File: src/rtl/core_pkg.sv
`default_nettype none
// ============================================================================
// Module   : core_pkg
// Brief    : Constants and types shared across the RV32 core pipeline.
// Revision : 1.0
// ============================================================================
package core_pkg;

  localparam logic [31:0] c_reset_pc   = 32'h0000_0000;
  localparam logic [31:0] c_ilen_bytes = 32'd4;
  localparam logic [31:0] c_nop        = 32'h0000_0013;

  // Fate of an instruction-memory response in the cycle it returns.
  typedef enum logic [1:0] {
    RESP_NONE = 2'd0,
    RESP_PUSH = 2'd1,
    RESP_DROP = 2'd2
  } resp_kind_e;

endpackage
`default_nettype wire

File: src/rtl/fetch_fifo.sv
`default_nettype none
// ============================================================================
// Module   : fetch_fifo
// Brief    : Shift-register instruction buffer; the head is a flop, no fall-through.
// Revision : 1.0
// ============================================================================
module fetch_fifo #(
  parameter  int WIDTH = 32,
  parameter  int DEPTH = 2,
  localparam int CW    = $clog2(DEPTH + 1)
) (
  input  logic             i_clk,
  input  logic             i_rst_n,
  input  logic             i_push,
  input  logic [WIDTH-1:0] i_data,
  input  logic             i_pop,
  input  logic             i_flush,
  output logic [WIDTH-1:0] o_head,
  output logic [CW-1:0]    o_count
);

  localparam int AW = (DEPTH > 1) ? $clog2(DEPTH) : 1;

  logic [WIDTH-1:0] r_mem [DEPTH];
  logic [CW-1:0]    r_count;
  logic             w_pop;
  logic             w_push;
  logic [CW-1:0]    w_wr_slot;
  logic [AW-1:0]    w_wr_idx;

  assign w_pop     = i_pop & (r_count != '0);
  // Write lands behind the surviving entries, so a full buffer accepts push+pop.
  assign w_wr_slot = r_count - CW'(w_pop);
  assign w_wr_idx  = AW'(w_wr_slot);
  assign w_push    = i_push & (w_wr_slot < CW'(DEPTH));

  always_ff @(posedge i_clk or negedge i_rst_n) begin
    if (!i_rst_n) begin
      r_count <= '0;
      for (int i = 0; i < DEPTH; i++) begin
        r_mem[i] <= '0;
      end
    end else if (i_flush) begin
      r_count <= '0;
    end else begin
      if (w_pop) begin
        for (int i = 0; i < DEPTH - 1; i++) begin
          r_mem[i] <= r_mem[i+1];
        end
      end
      if (w_push) begin
        r_mem[w_wr_idx] <= i_data;
      end
      r_count <= r_count + CW'(w_push) - CW'(w_pop);
    end
  end

  assign o_head  = r_mem[0];
  assign o_count = r_count;

endmodule
`default_nettype wire

File: src/rtl/core_if_stage.sv
`default_nettype none
// ============================================================================
// Module   : core_if_stage
// Brief    : RV32 instruction fetch: credit-limited imem requests, buffered
//            responses and redirect flush with in-flight response dropping.
// Revision : 1.0
// ============================================================================
module core_if_stage
  import core_pkg::*;
#(
  parameter int              XLEN     = 32,
  parameter logic [XLEN-1:0] RESET_PC = XLEN'(c_reset_pc),
  parameter int              DEPTH    = 2
) (
  input  logic            i_clk,
  input  logic            i_rst_n,
  output logic            o_imem_req,
  output logic [XLEN-1:0] o_imem_addr,
  input  logic            i_imem_gnt,
  input  logic            i_imem_rvalid,
  input  logic [XLEN-1:0] i_imem_rdata,
  input  logic            i_redirect,
  input  logic [XLEN-1:0] i_redirect_pc,
  output logic            o_valid,
  input  logic            i_ready,
  output logic [XLEN-1:0] o_instr,
  output logic [XLEN-1:0] o_pc
);

  localparam int              CW           = $clog2(DEPTH + 1);
  localparam int              SW           = CW + 1;
  localparam logic [XLEN-1:0] c_step       = XLEN'(c_ilen_bytes);
  localparam logic [XLEN-1:0] c_align_mask = ~XLEN'(3);

  logic [XLEN-1:0] r_fetch_pc;
  logic [XLEN-1:0] r_head_pc;
  logic [CW-1:0]   r_outstanding;
  logic [CW-1:0]   r_drop;

  logic [CW-1:0]   w_count;
  logic [XLEN-1:0] w_head;
  logic            w_pop;
  logic            w_grant;
  logic            w_credit;
  logic [SW-1:0]   w_credit_sum;
  logic [CW-1:0]   w_outstanding_ret;
  logic [XLEN-1:0] w_redirect_pc;
  resp_kind_e      w_resp_kind;

  assign w_pop = o_valid & i_ready;

  // Everything in flight or buffered holds a slot; a pop frees one this cycle.
  assign w_credit_sum = {1'b0, r_outstanding} + {1'b0, w_count} - SW'(w_pop);
  assign w_credit     = (w_credit_sum < SW'(DEPTH));
  assign o_imem_req   = i_rst_n & ~i_redirect & w_credit;
  assign o_imem_addr  = r_fetch_pc;
  assign w_grant      = o_imem_req & i_imem_gnt;

  assign w_redirect_pc     = i_redirect_pc & c_align_mask;
  assign w_outstanding_ret = r_outstanding - CW'(i_imem_rvalid);

  always_comb begin
    w_resp_kind = RESP_NONE;
    if (i_imem_rvalid) begin
      w_resp_kind = (i_redirect || (r_drop != '0)) ? RESP_DROP : RESP_PUSH;
    end
  end

  fetch_fifo #(
    .WIDTH (XLEN),
    .DEPTH (DEPTH)
  ) u_fetch_fifo (
    .i_clk   (i_clk),
    .i_rst_n (i_rst_n),
    .i_push  (w_resp_kind == RESP_PUSH),
    .i_data  (i_imem_rdata),
    .i_pop   (w_pop),
    .i_flush (i_redirect),
    .o_head  (w_head),
    .o_count (w_count)
  );

  always_ff @(posedge i_clk or negedge i_rst_n) begin
    if (!i_rst_n) begin
      r_fetch_pc    <= RESET_PC;
      r_head_pc     <= RESET_PC;
      r_outstanding <= '0;
      r_drop        <= '0;
    end else if (i_redirect) begin
      // Every request still in flight after this cycle belongs to the old path.
      r_fetch_pc    <= w_redirect_pc;
      r_head_pc     <= w_redirect_pc;
      r_outstanding <= w_outstanding_ret;
      r_drop        <= w_outstanding_ret;
    end else begin
      if (w_grant) begin
        r_fetch_pc <= r_fetch_pc + c_step;
      end
      if (w_pop) begin
        r_head_pc <= r_head_pc + c_step;
      end
      r_outstanding <= w_outstanding_ret + CW'(w_grant);
      if (w_resp_kind == RESP_DROP) begin
        r_drop <= r_drop - CW'(1);
      end
    end
  end

  assign o_valid = (w_count != '0);
  assign o_instr = w_head;
  assign o_pc    = r_head_pc;

  a_rvalid_needs_request : assert property (
    @(posedge i_clk) disable iff (!i_rst_n) i_imem_rvalid |-> (r_outstanding != '0));

  a_credit_bound : assert property (
    @(posedge i_clk) disable iff (!i_rst_n)
      (({1'b0, r_outstanding} + {1'b0, w_count}) <= SW'(DEPTH)));

  a_drop_bound : assert property (
    @(posedge i_clk) disable iff (!i_rst_n) (r_drop <= r_outstanding));

endmodule
`default_nettype wire

File: config.mk
export PLATFORM = sky130hd
export DESIGN_NAME = core_if_stage
export DESIGN_NICKNAME = d
export VERILOG_FILES = /design/src/rtl/core_pkg.sv /design/src/rtl/fetch_fifo.sv /design/src/rtl/core_if_stage.sv
export SDC_FILE = /design/constraint.sdc
export NUM_CORES = 1
export LEC_CHECK = 0
export CORE_MARGIN = 1.5
export CORE_UTILIZATION = 45
export CTS_CLUSTER_DIAMETER = 30
export CTS_CLUSTER_SIZE = 24
export DETAILED_ROUTE_END_ITERATION = 16
export HOLD_SLACK_MARGIN = 0.06
export MAX_ROUTING_LAYER = met4
export PLACE_DENSITY = 0.74
export SYNTH_ARGS = -nofsm -noshare
export SYNTH_HDL_FRONTEND = slang
export SYNTH_SLANG_ARGS = --single-unit
File: constraint.sdc
create_clock -name i_clk -period 10.14 [get_ports i_clk]
set_input_delay 1.014 -clock i_clk [delete_from_list [all_inputs] [get_ports i_clk]]
set_output_delay 1.014 -clock i_clk [all_outputs]
set_load 0.05 [all_outputs]
# == Word-level counts from Yosys, hierarchy flattened ==
# Index checks and enable logic that the tools add are counted.
# word_totals
register_bits,134
out_inout_bits,98
# classes
add_sub_neg,10
n_lt_le_gt_ge,4
n_eq_ne,2
muxes,16
bitwise_logic,8
n_reduce_logical,8
# ops
op,count
32-bit 2-to-1 mux,7
"32-bit by 3-bit adder with 32-bit output, second input constant",2
64-bit bitwise mux,1
64-bit 2-to-1 mux,1
32-bit demux with 1-bit select,1
2-bit 2-to-1 mux,6
2-bit nonzero test,5
1-bit bitwise AND,6
2-bit by 1-bit subtractor with 2-bit output,3
2-bit by 1-bit adder with 2-bit output,2
2-bit by 2-bit adder with 3-bit output,1
"3-bit by 2-bit less-than comparator with 1-bit output, second input constant",1
3-bit by 1-bit subtractor with 3-bit output,1
"2-bit by 1-bit == test with 1-bit output, second input constant",1
"2-bit == test, second input constant",1
"2-bit >= comparator, second input constant",1
"2-bit by 1-bit less-than comparator with 1-bit output, second input constant",1
"2-bit less-than comparator, second input constant",1
1-bit NOT with 2-bit output,1
2-bit AND reduction,1
"2-bit by 1-bit subtractor with 2-bit output, second input constant",1
1-bit logical AND,1
1-bit logical OR,1
1-bit NOT,1

# == Depth between registers and ports, before layout ==
# Gate-level depths: netlist of run 1.
# depth
depth_word,11
mapped_depth,13
ltp_nobuf,12

# == By module ==
# Synthesis of run 1 repeated with hierarchy kept, for this count alone.
# unflattened
hier_cells,631
area_unflattened_um2,6899.1
# modules_own_cells
mod,n_inst,cells_each,area_per_inst_um2,seq_area_each_um2
core_if_stage,1,403,3713.6,1601.5
fetch_fifo,1,228,3185.6,1651.6

# == Worst setup path before layout of run 1 ==
# No wires, ideal clock.
# synth_path
path_kind,input -> output
from,input i_ready
to,output o_imem_req
arrival_time_ps,2922
t_required_ps,9126
setup_slack_ps,6204
cell_stages,8
n_path_buf,0
cell_sequence,o21ai_1 -> inv_1 -> ha_1 -> inv_1 -> nand2_1 -> fa_1 -> xor2_1 -> and4_1
# synth_between
elab_chain_len,4
# synth_lines
item,line,text
"start, declared",core_if_stage.sv:25,"input logic i_ready,"
1-bit bitwise AND,core_if_stage.sv:50,assign w_pop = o_valid & i_ready;
3-bit by 1-bit subtractor with 3-bit output,core_if_stage.sv:53,"assign w_credit_sum = {1'b0, r_outstanding} + {1'b0, w_count} - SW'(w_pop);"
3-bit by 2-bit less-than comparator with 1-bit output,core_if_stage.sv:54,assign w_credit = (w_credit_sum < SW'(DEPTH));
1-bit bitwise AND,core_if_stage.sv:55,assign o_imem_req = i_rst_n & ~i_redirect & w_credit;
"end, declared",core_if_stage.sv:17,"output logic o_imem_req,"
# Every way passes these cells.

# == Final worst setup path of run 1 ==
# Same ends and word-level chain as after synthesis.

==> impl_metrics.json, run 1 <==
{
  "die_h_um": 125,
  "p_per_area_nw_per_um2": 265,
  "worstSkewPairLatency_ns": 0.42,
  "cp-start-kind": "input port",
  "synth_area_leader_cell": "dfrtp_1",
  "first_global_vias": 5548,
  "dr_wl_met2_um": 8180,
  "crit_end": "o_imem_req",
  "synth.most_common_cell": "dfrtp_1",
  "antenna_cells": 0,
  "ff_latch_area_um2": 3250,
  "crit_chain": "clkdlybuf4s50_1 > o21ai_1 > inv_1 > ha_1 > inv_1 > nand2_1 > fa_1 > xor2_1 > and4_1 > clkdlybuf4s50_1",
  "fp.dieW_um": 125,
  "post_cts_buffers": 0,
  "max_clock_freq_mhz": 186,
  "clock_skew_ns": 0.00732,
  "ant_nets": 0,
  "placed_area_um2": 8210,
  "finalSetupViolCount": 0,
  "rows": 44,
  "antenna_found_initial": 0,
  "clkTransAtPathRegs_ns": 0.05,
  "met1Wirelength_um": 7380,
  "totalWireLength_um": 17000,
  "dr_wl_met3_um": 1130,
  "dr_total_vias": 5438,
  "portBuffers": 161,
  "netlist.area_leader.share_pct": 48.7,
  "synth_edf_count": 0,
  "drv_slew": 0,
  "core_area_um2": 14500,
  "peakVddDrop_mv": 0.173,
  "fillers": 1180,
  "cp-end-kind": "output pin",
  "cts_sinks": 130,
  "tns_ns": 0,
  "tightest_slew_ns": 0.933,
  "status": "complete, no violations",
  "hold_class": "reg -> reg",
  "area_delta_synth_final_pct": 32.4,
  "finish.instance_area_um2": 8840,
  "instances_no_fill": 976,
  "grt_first_pass_wirelength_um": 28100,
  "postCtsResizedCells": 0,
  "crit_path_max_fanout": 6,
  "ys_types": 48,
  "crit_type": "in -> out",
  "ys.flop_type": "dfrtp_1",
  "syn-instance-count": 652,
  "synth_seq_cells": 130,
  "slowest_stage": "clkdlybuf4s50_1",
  "r2r_start": "u_fetch_fifo.o_count[1]$_DFF_PN0_",
  "dp_slack_ns": 4.80,
  "hold_viol": 0,
  "gp_congestion": 0.887,
  "nets": 859,
  "r2r_cells": 12,
  "cts_hold_buf": 0,
  "ys_async_sr_fraction_pct": 100,
  "rsz0062_at_grt": "no",
  "maxCapViolations": 0,
  "setup_ws_ns": 4.75,
  "wl_per_cell_um": 17.4,
  "crit_buf_inv": 4,
  "critical-path-top-delay-family": "buffers and inverters",
  "dr.pass1.iters": 7,
  "track_usage_pct": 23.2,
  "whs_ns": 0.505,
  "highest_layer": "met4",
  "cp_num_cells": 10,
  "fin_crit_sh_pct": 53.1,
  "netlist_area_um2": 6670,
  "slowest_delay_ns": 0.82,
  "io_pins": 168,
  "htree_levels": 4,
  "maxSlewHeadroom_pct": 37.8,
  "r2r_end": "o_imem_addr[24]$_DFFE_PN0P_",
  "grt_max_degree": 74,
  "required_ns": 9.13,
  "r2r_slack_ns": 5.60,
  "yosysWarnings": 0,
  "cts_tree": "yes",
  "post_drt_via_cell_ratio": 5.57,
  "start_util_pct": 45.9,
  "die_area_um2": 15600,
  "clock_path_buffers": 2,
  "cts_buffers": 17,
  "crit_path_start": "i_ready",
  "avgSynthCellArea_um2": 10.2,
  "multi_input_area_um2": 3000,
  "synth_area_leaders": "dfrtp_1 (49%), mux2_2 (6.4%), mux2i_1 (4.8%)",
  "drive_above_1_share_pct": 11.5,
  "p_leak_nw": 3.61,
  "drt_iter0_markers": 457,
  "dp_hpwl_um": 11900,
  "worstPathArrival_ns": 4.37,
  "drcViolationCount": 0,
  "post-route-min-period_ns": 5.39,
  "dp.cells": 944,
  "yosysSeqAreaShare_pct": 48.7,
  "yosys-top-cells-count": "dfrtp_1 (130), nand2_1 (81), o21ai_0 (61)",
  "grt_overflow_total": 0,
  "clk_root_buffer_cell": "clkbuf_16"
}
## cells by family (layout without fill, tap and decap cells)
logic type | count (synthesis) | in the layout | synth area share, %
and+or+nand+nor | 206 | 206 | 15.8
DFF | 130 | 130 | 48.7
AOI/OAI and AO/OA | 114 | 114 | 10.3
buffers and inverters | 82 | 219 | 6.79
muxes | 70 | 70 | 11.2
xor gates and xnor gates | 39 | 39 | 5.12
adders and majority gates | 10 | 10 | 1.99
other | 1 | 4 | 0.0562
## how the worst min path moves through the flow
stage,startpoint,end,slack (ns),cells after the start
after floorplan,u_fetch_fifo.r_mem[0]$_DFFE_PN0P_,u_fetch_fifo.r_mem[0]$_DFFE_PN0P_,0.48,1
after global placement,u_fetch_fifo.r_mem[10]$_DFFE_PN0P_,u_fetch_fifo.r_mem[10]$_DFFE_PN0P_,0.49,1
after detailed placement,u_fetch_fifo.r_mem[23]$_DFFE_PN0P_,u_fetch_fifo.r_mem[23]$_DFFE_PN0P_,0.50,1
after CTS,u_fetch_fifo.r_mem[21]$_DFFE_PN0P_,u_fetch_fifo.r_mem[21]$_DFFE_PN0P_,0.51,1
after global routing,u_fetch_fifo.r_mem[0]$_DFFE_PN0P_,u_fetch_fifo.r_mem[0]$_DFFE_PN0P_,0.52,1
final,u_fetch_fifo.r_mem[1]$_DFFE_PN0P_,u_fetch_fifo.r_mem[1]$_DFFE_PN0P_,0.51,1
## layout by cell type, fill, tap and decap left out, types with 4 or more instances in the layout
cell,instances
a211oi_1,4
a21oi_1,15
and3_1,11
buf_4,8
bufinv_16,4
clkbuf_16,17
clkdlybuf4s50_1,159
clkinv_2,6
conb_1,4
dfrtp_1,130
ha_1,9
inv_1,19
mux2_2,38
mux2i_1,32
nand2_1,81
nand3_1,37
nand4_1,17
nor2_1,21
nor3_1,9
o211ai_1,11
o21ai_0,61
o311ai_0,5
or3_1,4
xnor2_1,17
xor2_1,22
## registers in the layout, indices dropped and copies added (netlist names)
signal	flops
o_imem_addr	30
o_pc	30
r_drop	2
r_outstanding	2
u_fetch_fifo.o_count	2
u_fetch_fifo.o_head	32
u_fetch_fifo.r_mem	32
## stage by stage
| stage | utilization (%) | total power, mW |
|---|---|---|
| floorplan | - | 1.46 |
| global placement | 56.5 | 1.66 |
| detailed placement | 56.5 | 1.70 |
| CTS | 60.8 | 2.36 |
| global route | 60.8 | 2.45 |
| finish | 60.8 | 2.34 |
## power by group
| part | internal, mW | total [mW] | switching, mW |
|---|---|---|---|
| combinational | 0.340 | 0.908 | 0.567 |
| sequential | 0.672 | 0.781 | 0.109 |
| clock | 0.428 | 0.651 | 0.223 |
## per-layer routing
| layer | track usage [%] | vias to the layer above |
|---|---|---|
| met1 | 30.3 | 2639 |
| met5 | - | - |
| met3 | 4.68 | 31 |
| li1 | - | 2522 |
| met2 | 35.7 | 246 |
| met4 | 8.79 | 0 |
## final cells by class
class | instances | share of cell area, %
multi-input cells | 443 | 33.9
repair buffers | 168 | 18.7
inverters | 19 | 0.807
clock inverters | 11 | 1.78
clock buffers | 21 | 5.32
flip-flops and latches | 130 | 36.8
well taps | 184 | 2.61
(Power assumes the default switching activity.)
==> inputs of run 2 (changes only) <==
Clock period 10.14 ns to 5.42 ns, I/O delays scaled along.
==> run 2 against run 1 <==
Critical path depth shrank 1. Non-clock buffer count fell by 1. Flip-flop and latch count did not move. Clock skew fell by 0.0013 ns. Clock-buffer cell count is 1 higher. Utilization fell by 0.37 points. Combinational power increased by 86%. Sequential share of layout area grew 0.23 points. Sequential power increased by 87%. Clock power up 74%. Largest cell class unchanged. Highest routed layer unchanged.
==> impl_metrics.json, run 2 (synthesis gave the netlist of run 1 again) <==
{
  "worstSkewPairLatency_ns": 0.42,
  "grt_overflow_total": 0,
  "nets": 858,
  "dr_total_vias": 5374,
  "tightest_slew_ns": 1.08,
  "multi_input_area_um2": 3000,
  "grt_first_pass_wirelength_um": 27900,
  "final_cell_mix": "clkdlybuf4s50_1 (159), dfrtp_1 (130), nand2_1 (81)",
  "drcViolationCount": 0,
  "cp-start-kind": "flip-flop",
  "rsz0062_at_grt": "no",
  "maxCapViolations": 0,
  "finalSetupViolCount": 0,
  "cts_tree": "yes",
  "clkTransAtPathRegs_ns": 0.06,
  "fp.dieW_um": 125,
  "dr.pass1.iters": 5,
  "post_drt_via_cell_ratio": 5.51,
  "sequentialPowerShare_pct": 34.1,
  "crit_path_max_fanout": 6,
  "peakVddDrop_mv": 0.279,
  "rows": 44,
  "antenna_found_initial": 0,
  "antenna_cells": 0,
  "max_clock_freq_mhz": 226,
  "cts_sinks": 130,
  "r2r_slack_ns": 1.03,
  "r2r_cells": 12,
  "postCtsResizedCells": 0,
  "ff_latch_area_um2": 3250,
  "hold_class": "in -> async",
  "p_per_area_nw_per_um2": 488,
  "p_comb_share_pct": 39.5,
  "crit_chain": "o21ai_1 > inv_1 > ha_1 > inv_1 > nand2_1 > fa_1 > xor2_1 > and4_1 > clkdlybuf4s50_1",
  "hold_viol": 0,
  "cp-end-kind": "output pin",
  "io_pins": 168,
  "area_delta_synth_final_pct": 31.6,
  "switching_power_mw": 1.68,
  "totalWireLength_um": 17200,
  "post-route-min-period_ns": 4.43,
  "cts_buffers": 17,
  "clock_path_buffers": 2,
  "r2r_start": "u_fetch_fifo.o_count[1]$_DFF_PN0_",
  "gp_congestion": 0.893,
  "worstPathArrival_ns": 3.89,
  "cp_common_cell": "inv_1",
  "first_global_vias": 5432,
  "grt_max_degree": 69,
  "p_leak_nw": 3.58,
  "htree_levels": 4,
  "fillers": 1183,
  "drt_iter0_markers": 391,
  "slowest_stage": "clkdlybuf4s50_1",
  "core_area_um2": 14500,
  "p_int_mw": 2.60,
  "clk_root_buffer_cell": "clkbuf_16",
  "p_total_mw": 4.28,
  "portBuffers": 161,
  "status": "complete, no violations",
  "dp_hpwl_um": 12000,
  "wl_per_cell_um": 17.7,
  "drive_above_1_share_pct": 11.3,
  "die_area_um2": 15600,
  "r2r_end": "o_imem_addr[29]$_DFFE_PN0P_",
  "fin_crit_sh_pct": 81.7,
  "track_usage_pct": 23.2,
  "drv_slew": 0,
  "post_cts_buffers": 0,
  "required_ns": 4.88,
  "slowest_delay_ns": 0.83,
  "cts_hold_buf": 0,
  "ant_nets": 0,
  "tns_ns": 0,
  "maxSlewHeadroom_pct": 27.6,
  "die_h_um": 125,
  "crit_type": "reg -> out",
  "swShare_pct": 39.3,
  "mostFrequentLayoutCell": "clkdlybuf4s50_1",
  "clkPwrFrac_pct": 26.4,
  "clock_skew_ns": 0.00601,
  "start_util_pct": 45.9
}
## run 2: power by group through the flow
stage,sequential [mW],clock (mW),combinational [mW]
final,1.46,1.13,1.69
after detailed placement,1.47,0,1.69
after global routing,1.50,1.19,1.80
after CTS,1.46,1.15,1.70
after global placement,1.45,0,1.65
after floorplan,1.62,0,1.11
## run 2: critical path, delay by kind of cell, from the launching register on
family / cells / cell delay, ns
buffers and inverters: 3 / 1.21
adders and majority gates: 2 / 0.78
AOI/OAI and AO/OA: 1 / 0.49
DFF: 1 / 0.44
and+or+nand+nor: 2 / 0.34
xor gates and xnor gates: 1 / 0.21
## run 2: stage by stage
stage	cell area, um^2	utilization (%)	instances	setup slack [ns]	hold slack [ns]
6_report	8780	60.4	975	0.993	0.232
5_1_grt	8780	60.4	975	0.759	0.291
4_1_cts	8780	60.4	975	1.00	0.255
3_5_place_dp	8200	56.4	943	0.722	0.496
3_3_place_gp	8200	56.4	943	0.886	0.488
2_1_floorplan	6690	-	655	2.15	0.246
## run 2: how the worst max path moves through the flow
stage | from | end | slack, ns
after floorplan | i_ready | o_imem_addr[25]$_DFFE_PN0P_ | 2.15
after global placement | i_ready | o_imem_addr[7]$_DFFE_PN0P_ | 0.89
after detailed placement | i_ready | o_imem_addr[24]$_DFFE_PN0P_ | 0.72
after CTS | u_fetch_fifo.o_count[1]$_DFF_PN0_ | o_imem_req | 1.00
after global routing | u_fetch_fifo.o_count[1]$_DFF_PN0_ | o_imem_addr[29]$_DFFE_PN0P_ | 0.76
final | u_fetch_fifo.o_count[1]$_DFF_PN0_ | o_imem_req | 0.99
## run 2: metal layers
metal | track usage (%) | routed length, um
met1 | 29.7 | 7570
met2 | 36.1 | 8220
met3 | 5.20 | 1070
met4 | 8.65 | 362
met5 | - | 0
## run 2: final cells by class
type | count | share of cell area [%]
Inverter | 19 | 0.812
Timing Repair Buffer | 167 | 18.8
Clock inverter | 10 | 1.23
Multi-Input combinational cell | 443 | 34.1
Tap cell | 184 | 2.62
Sequential cell | 130 | 37.0
Clock buffer | 22 | 5.40
